File: src/rtl/video_timing_pkg.sv
// Shared video timing defaults (720p), pattern-mode encoding and colour-bar palette.
package video_timing_pkg;

    localparam int unsigned DEF_H_ACTIVE = 1280;
    localparam int unsigned DEF_H_FP     = 110;
    localparam int unsigned DEF_H_SYNC   = 40;
    localparam int unsigned DEF_H_BP     = 220;
    localparam int unsigned DEF_V_ACTIVE = 720;
    localparam int unsigned DEF_V_FP     = 5;
    localparam int unsigned DEF_V_SYNC   = 5;
    localparam int unsigned DEF_V_BP     = 20;

    typedef enum logic [1:0] {
        ModeBars    = 2'd0,
        ModeMagenta = 2'd1,
        ModeRamp    = 2'd2,
        ModeChecker = 2'd3
    } pattern_mode_e;

    localparam logic [23:0] BAR_WHITE   = 24'hFFFFFF;
    localparam logic [23:0] BAR_YELLOW  = 24'hFFFF00;
    localparam logic [23:0] BAR_CYAN    = 24'h00FFFF;
    localparam logic [23:0] BAR_GREEN   = 24'h00FF00;
    localparam logic [23:0] BAR_MAGENTA = 24'hFF00FF;
    localparam logic [23:0] BAR_RED     = 24'hFF0000;
    localparam logic [23:0] BAR_BLUE    = 24'h0000FF;
    localparam logic [23:0] BAR_BLACK   = 24'h000000;

    function automatic logic [23:0] bar_colour(input logic [2:0] idx);
        logic [23:0] c;
        c = BAR_BLACK;
        case (idx)
            3'd0: c = BAR_WHITE;
            3'd1: c = BAR_YELLOW;
            3'd2: c = BAR_CYAN;
            3'd3: c = BAR_GREEN;
            3'd4: c = BAR_MAGENTA;
            3'd5: c = BAR_RED;
            3'd6: c = BAR_BLUE;
            default: c = BAR_BLACK;
        endcase
        return c;
    endfunction

endpackage

File: src/rtl/video_timing_counter.sv
// Raster counters (hc, vc), active-region decode and unregistered sync generation.
module video_timing_counter
    import video_timing_pkg::*;
#(
    parameter int unsigned H_ACTIVE = DEF_H_ACTIVE,
    parameter int unsigned H_FP     = DEF_H_FP,
    parameter int unsigned H_SYNC   = DEF_H_SYNC,
    parameter int unsigned H_BP     = DEF_H_BP,
    parameter int unsigned V_ACTIVE = DEF_V_ACTIVE,
    parameter int unsigned V_FP     = DEF_V_FP,
    parameter int unsigned V_SYNC   = DEF_V_SYNC,
    parameter int unsigned V_BP     = DEF_V_BP,
    parameter logic        SYNC_POL = 1'b1,
    parameter int unsigned HW       = 11,
    parameter int unsigned VW       = 10
) (
    input  logic          clk,
    input  logic          rst,
    output logic [HW-1:0] hc,
    output logic [VW-1:0] vc,
    output logic          active,
    output logic          hsync,
    output logic          vsync,
    output logic          frame_start
);

    localparam int unsigned H_TOTAL = H_ACTIVE + H_FP + H_SYNC + H_BP;
    localparam int unsigned V_TOTAL = V_ACTIVE + V_FP + V_SYNC + V_BP;

    localparam logic [HW-1:0] H_LAST = HW'(H_TOTAL - 1);
    localparam logic [HW-1:0] H_ACT  = HW'(H_ACTIVE);
    localparam logic [HW-1:0] HS_BEG = HW'(H_ACTIVE + H_FP);
    localparam logic [HW-1:0] HS_END = HW'(H_ACTIVE + H_FP + H_SYNC);
    localparam logic [VW-1:0] V_LAST = VW'(V_TOTAL - 1);
    localparam logic [VW-1:0] V_ACT  = VW'(V_ACTIVE);
    localparam logic [VW-1:0] VS_BEG = VW'(V_ACTIVE + V_FP);
    localparam logic [VW-1:0] VS_END = VW'(V_ACTIVE + V_FP + V_SYNC);

    logic [HW-1:0] hc_q, hc_d;
    logic [VW-1:0] vc_q, vc_d;

    always_ff @(posedge clk) begin
        if (rst) begin
            hc_q <= '0;
            vc_q <= '0;
        end else begin
            hc_q <= hc_d;
            vc_q <= vc_d;
        end
    end

    always_comb begin
        hc_d = hc_q + HW'(1);
        vc_d = vc_q;
        if (hc_q == H_LAST) begin
            hc_d = '0;
            vc_d = (vc_q == V_LAST) ? '0 : vc_q + VW'(1);
        end
    end

    always_comb begin
        hc          = hc_q;
        vc          = vc_q;
        active      = (hc_q < H_ACT) && (vc_q < V_ACT);
        hsync       = ((hc_q >= HS_BEG) && (hc_q < HS_END)) ? SYNC_POL : ~SYNC_POL;
        vsync       = ((vc_q >= VS_BEG) && (vc_q < VS_END)) ? SYNC_POL : ~SYNC_POL;
        frame_start = (hc_q == '0) && (vc_q == '0);
    end

endmodule

File: src/rtl/video_pattern_gen.sv
// Test-pattern video source with button-selected mode, switched only at frame start.
// Define PATTERN_GEN_SCROLL_EN to scroll modes 0/2/3 horizontally by one pixel per frame.
module video_pattern_gen
    import video_timing_pkg::*;
#(
    parameter int unsigned H_ACTIVE = DEF_H_ACTIVE,
    parameter int unsigned H_FP     = DEF_H_FP,
    parameter int unsigned H_SYNC   = DEF_H_SYNC,
    parameter int unsigned H_BP     = DEF_H_BP,
    parameter int unsigned V_ACTIVE = DEF_V_ACTIVE,
    parameter int unsigned V_FP     = DEF_V_FP,
    parameter int unsigned V_SYNC   = DEF_V_SYNC,
    parameter int unsigned V_BP     = DEF_V_BP,
    parameter logic        SYNC_POL = 1'b1
) (
    input  logic        clk,
    input  logic        rst,
    input  logic [3:0]  btn,
    output logic [23:0] o_vid_data,
    output logic        o_vid_hsync,
    output logic        o_vid_vsync,
    output logic        o_vid_VDE
);

    localparam int unsigned H_TOTAL = H_ACTIVE + H_FP + H_SYNC + H_BP;
    localparam int unsigned V_TOTAL = V_ACTIVE + V_FP + V_SYNC + V_BP;
    localparam int unsigned HW      = $clog2(H_TOTAL);
    localparam int unsigned VW      = $clog2(V_TOTAL);

    logic [HW-1:0] hc;
    logic [VW-1:0] vc;
    logic          active, hsync, vsync, frame_start;

    video_timing_counter #(
        .H_ACTIVE (H_ACTIVE),
        .H_FP     (H_FP),
        .H_SYNC   (H_SYNC),
        .H_BP     (H_BP),
        .V_ACTIVE (V_ACTIVE),
        .V_FP     (V_FP),
        .V_SYNC   (V_SYNC),
        .V_BP     (V_BP),
        .SYNC_POL (SYNC_POL),
        .HW       (HW),
        .VW       (VW)
    ) u_timing (
        .clk         (clk),
        .rst         (rst),
        .hc          (hc),
        .vc          (vc),
        .active      (active),
        .hsync       (hsync),
        .vsync       (vsync),
        .frame_start (frame_start)
    );

    logic [3:0] btn_s1_q, btn_s2_q, btn_s3_q, btn_rise;
    logic       unused_btn3;

    always_ff @(posedge clk) begin
        if (rst) begin
            btn_s1_q <= '0;
            btn_s2_q <= '0;
            btn_s3_q <= '0;
        end else begin
            btn_s1_q <= btn;
            btn_s2_q <= btn_s1_q;
            btn_s3_q <= btn_s2_q;
        end
    end

    assign btn_rise    = btn_s2_q & ~btn_s3_q;
    assign unused_btn3 = btn_rise[3];

    pattern_mode_e pend_q, pend_d, act_q, act_d, mode_eff;

    always_comb begin
        pend_d = pend_q;
        if (btn_rise[2]) begin
            pend_d = ModeBars;
        end else if (btn_rise[0] && !btn_rise[1]) begin
            pend_d = pattern_mode_e'(pend_q + 2'd1);
        end else if (btn_rise[1] && !btn_rise[0]) begin
            pend_d = pattern_mode_e'(pend_q - 2'd1);
        end
    end

    // The first pixel of a frame already uses the newly loaded mode.
    assign act_d    = frame_start ? pend_q : act_q;
    assign mode_eff = act_d;

    always_ff @(posedge clk) begin
        if (rst) begin
            pend_q <= ModeBars;
            act_q  <= ModeBars;
        end else begin
            pend_q <= pend_d;
            act_q  <= act_d;
        end
    end

    logic [31:0] px;

`ifdef PATTERN_GEN_SCROLL_EN
    logic [10:0] frame_q;

    always_ff @(posedge clk) begin
        if (rst) begin
            frame_q <= '0;
        end else if ((hc == HW'(H_TOTAL - 1)) && (vc == VW'(V_TOTAL - 1))) begin
            frame_q <= frame_q + 11'd1;
        end
    end

    assign px = (32'(hc) + 32'(frame_q)) % H_ACTIVE;
`else
    assign px = 32'(hc);
`endif

    logic        vc_b5;
    logic [23:0] pix;

    assign vc_b5 = |(32'(vc) & 32'h20);

    always_comb begin
        pix = BAR_BLACK;
        unique case (mode_eff)
            ModeBars:    pix = bar_colour(3'((px * 32'd8) / H_ACTIVE));
            ModeMagenta: pix = BAR_MAGENTA;
            ModeRamp:    pix = {3{8'((px * 32'd256) / H_ACTIVE)}};
            ModeChecker: pix = (px[5] ^ vc_b5) ? BAR_WHITE : BAR_BLACK;
        endcase
    end

    always_ff @(posedge clk) begin
        if (rst) begin
            o_vid_data  <= '0;
            o_vid_VDE   <= 1'b0;
            o_vid_hsync <= ~SYNC_POL;
            o_vid_vsync <= ~SYNC_POL;
        end else begin
            o_vid_data  <= active ? pix : 24'h000000;
            o_vid_VDE   <= active;
            o_vid_hsync <= hsync;
            o_vid_vsync <= vsync;
        end
    end

endmodule

File: config.mk
export PLATFORM = sky130hd
export DESIGN_NAME = video_pattern_gen
export DESIGN_NICKNAME = d
export VERILOG_FILES = /design/src/rtl/video_timing_pkg.sv /design/src/rtl/video_timing_counter.sv /design/src/rtl/video_pattern_gen.sv
export SDC_FILE = /design/constraint.sdc
export NUM_CORES = 1
export LEC_CHECK = 0
export CORE_ASPECT_RATIO = 0.6
export CORE_MARGIN = 3
export CORE_UTILIZATION = 45
export DETAILED_ROUTE_END_ITERATION = 6
export PLACE_DENSITY = 0.7
export REMOVE_ABC_BUFFERS = 1
export SLEW_MARGIN = 10
export SYNTH_ARGS = -nofsm -noshare
export SYNTH_HDL_FRONTEND = slang
export SYNTH_SLANG_ARGS = --single-unit
File: constraint.sdc
create_clock -name clk -period 16.4 [get_ports clk]
set_clock_uncertainty 0.15 [all_clocks]
set_input_delay 4.92 -clock clk [delete_from_list [all_inputs] [get_ports clk]]
set_output_delay 4.92 -clock clk [all_outputs]
set_load 0.05 [all_outputs]
==> out/summary.txt <==
Hold Vio Cnt, Final = 0
Cts hold-fix bufs = 0
Final worst path period need = 7.77 ns
Int Pwr = 292 µW
Crit path buf inv count = 1
Io pins = 33
CP Launch Type = flip-flop
Dpl hpwl = 11.5 mm
Clk pwr share = 39.0%
H-tree Lvls = 3
Seq/Total Area, Yosys = 23.8%
Ys Warns = 0
RePlAce Congestion = 0.920
RSZ-0062 raised after global routing = no
Power Dens Cells = 75.3 nW/µm²
Avg WL per Cell = 18.7 µm
Largest net degree at the start of global routing = 28
Die height = 88.8 µm
Flop pwr share = 37.8%
Tot GR Track Use = 24.8%
CP max-delay cell = nor4b_1
Setup CP Type = reg -> reg
# clock sinks = 61
Max-slew violation count = 0
FILL cells = 996
Die W = 144 µm
CTS resizes = 0
Fmax achieved = 129 MHz
Number of global-route vias before repair = 5047
Non-Filler Instances = 832
Antenna Nets Post-Route = 0
Drt via density = 6.58
Pwr Total = 433 µW
Worst setup EP type = flip-flop
Starting DRC count in detailed routing = 605
Worst-Margin Slew = 1.10 ns
Worst IR Drop VDD = 84.9 µV
Count leader, synth = nor2_1
Final setup fails = 0
Starting Density = 47.4%
Finished Core Util = 53.1%
Rows = 29
Vias = 5477
Synth area leaders = dfxtp_1 24%, a21oi_1 5.9%, nor2_1 5.6%
Placed insts = 816
Setup TNS = 0 ns
#FFs+latches synth = 61
Comb pwr share = 23.1%
Post-synth EDFFs = 0
Kind of cell adding the most delay to the critical path = compound AO/OA/AOI/OAI gates
Post-synthesis async set-or-reset flop share = 0%
Number of port buffers = 31
Worst min path class = reg -> reg
First-pass GRT wire length = 25.8 mm
Synth top cells by count = 77 x nor2_1, 61 x a21oi_1, 61 x dfxtp_1, 55 x nand2_1, 34 x o21ai_0
DRC = 0
Crit-path max FO = 12
Switching share of total power = 32.7%
CTS tree = yes
Share of layout cells above drive strength 1 = 8.80%
Final net count = 705
Crit path cell chain = inv_1 -> ha_1 -> nor4b_1 -> nand2_1 -> a211oi_2 -> nor2_1 -> o31a_1 -> o211ai_1 -> o31a_2 -> nand3_2 -> xnor2_1 -> nor4b_1 -> nor3_1 -> a211o_1 -> nand3_2 -> a211o_1 -> o31ai_1 -> a21boi_0 -> o2bb2ai_1 -> a211oi_2 -> a21oi_1
Wirelength, routed = 15.6 mm
Crit path DAT = 7.79 ns
Max cap viols = 0
Placeable Area = 10800 µm²
Cell taking the most area after synthesis = dfxtp_1
TritonCTS Buffers = 9
Ys flop type = dfxtp_1
Top-area cell type share of the netlist area = 23.8%
Layout area overhead = 12.1%
CP max stage delay = 0.97 ns
Initial antenna violation count = 0
Max_slew headroom = 25.9%
Pre-antenna DRT Iters = 5
Full die area = 12800 µm²
Clk buf depth = 2
Sw power = 142 µW
Outcome = completed
Worst hold slack = 0.290 ns
Worst skew pair latency = 0.32 ns
N_diodes = 0
Cell Area, Synth = 5140 µm²
CTS root buffer = clkbuf_16
Synth unique cells = 85
Average cell area after synthesis = 7.58 µm²
Setup bufs post-CTS = 0
Grt total ovfl = 0
Req. time, crit path = 16.42 ns
Post-Synthesis Cells = 678
Clock slew at reported path FFs = 0.06 ns
P_leak = 0.00206 µW
Period utilization = 47.4%
cells in the final DEF, fill, tap and decap left out, types with 6 or more instances in the layout:
| cell type | Yosys | routed |
|---|---|---|
| o211ai_1 | 14 | 14 |
| xor2_1 | 15 | 15 |
| nor2_1 | 77 | 77 |
| or3_1 | 7 | 7 |
| o31ai_1 | 9 | 9 |
| ha_1 | 11 | 11 |
| and3_1 | 9 | 9 |
| xnor2_1 | 21 | 21 |
| nor4_1 | 15 | 15 |
| nor3_1 | 25 | 25 |
| clkdlybuf4s50_1 | 0 | 31 |
| inv_1 | 12 | 12 |
| nand4_1 | 10 | 10 |
| nand2_1 | 55 | 55 |
| clkbuf_16 | 0 | 9 |
| mux2i_1 | 11 | 11 |
| and2_1 | 12 | 12 |
| nor2b_1 | 18 | 18 |
| o21a_1 | 8 | 8 |
| dfxtp_1 | 61 | 61 |
| a31oi_1 | 9 | 9 |
| a21oi_1 | 61 | 61 |
| nand3_1 | 18 | 18 |
| nand2b_1 | 6 | 6 |
| o21ai_0 | 34 | 34 |
worst reg2reg max path, stage by stage, from the launching register on:
cell	delay (ns)
dfxtp_1	0.49
inv_1	0.21
ha_1	0.32
nor4b_1	0.97
nand2_1	0.40
a211oi_2	0.32
nor2_1	0.14
o31a_1	0.40
o211ai_1	0.24
o31a_2	0.28
nand3_2	0.30
xnor2_1	0.90
nor4b_1	0.15
nor3_1	0.43
a211o_1	0.24
nand3_2	0.16
a211o_1	0.38
o31ai_1	0.46
a21boi_0	0.17
o2bb2ai_1	0.15
a211oi_2	0.25
a21oi_1	0.12
worst paths after layout:
path                  startpoint  cells after the start  slack [ns]            end
hold / removal       btn_s1_q[1]                      1        0.29    btn_s2_q[1]
setup / recovery  u_timing.hc[1]                     21        8.63  o_vid_data[0]
setup reg to reg  u_timing.hc[1]                     21        8.63  o_vid_data[0]
hold reg to reg      btn_s1_q[1]                      1        0.29    btn_s2_q[1]
stage by stage:
stage	setup slack, ns	instance area [µm²]
after floorplan	10.09	4980
after global placement	9.21	5490
after detailed placement	8.99	5490
after CTS	8.96	5760
after global routing	8.22	5760
final	8.63	5760
area by class of cell:
type	count	area, µm²	share of cell area, %
Multi-Input combinational cell	570	3720	64.6
Sequential cell	61	1220	21.2
Timing Repair Buffer	34	333	5.78
Clock inverter	6	40.0	0.695
Inverter	12	45.0	0.782
Tap cell	139	174	3.02
Clock buffer	10	229	3.97
layer usage:
metal | GRT usage [%] | vias to the layer above | share of wire (%)
met5 | 0 | - | 0
met4 | 4.02 | 0 | 0.47
met3 | 5.94 | 14 | 11
li1 | - | 2576 | -
met1 | 37.8 | 2596 | 49
met2 | 35.5 | 291 | 40
logic make-up (layout without fill, tap and decap cells):
kind of cell / Yosys count / count (layout) / share of synthesized area, %
AO/OA/AOI/OAI: 226 / 226 / 32.2
buffers and inverters: 47 / 62 / 3.85
AND/OR/NAND/NOR: 282 / 282 / 28.3
adder cells (fa/ha/maj): 11 / 11 / 2.68
multiplexers: 14 / 14 / 2.80
flip-flops: 61 / 61 / 23.8
XOR/XNOR: 37 / 37 / 6.45
state kept, by name (all words and copies together) (netlist names):
name / count
o_vid_data: 24
pend_q: 2
btn_s3_q: 3
u_timing.hc: 11
o_vid_hsync: 1
btn_s1_q: 3
act_q: 2
btn_s2_q: 3
o_vid_vsync: 1
u_timing.vc: 10
o_vid_VDE: 1
power groups by stage:
stage / clock network (µW) / logic [µW] / registers [µW]
after floorplan: 0 / 41.8 / 193
after global placement: 0 / 96.2 / 167
after detailed placement: 0 / 98.4 / 166
after CTS: 172 / 99.1 / 164
after global routing: 179 / 107 / 165
final: 169 / 100 / 164
Note: power is estimated with default switching activity, not from simulation.
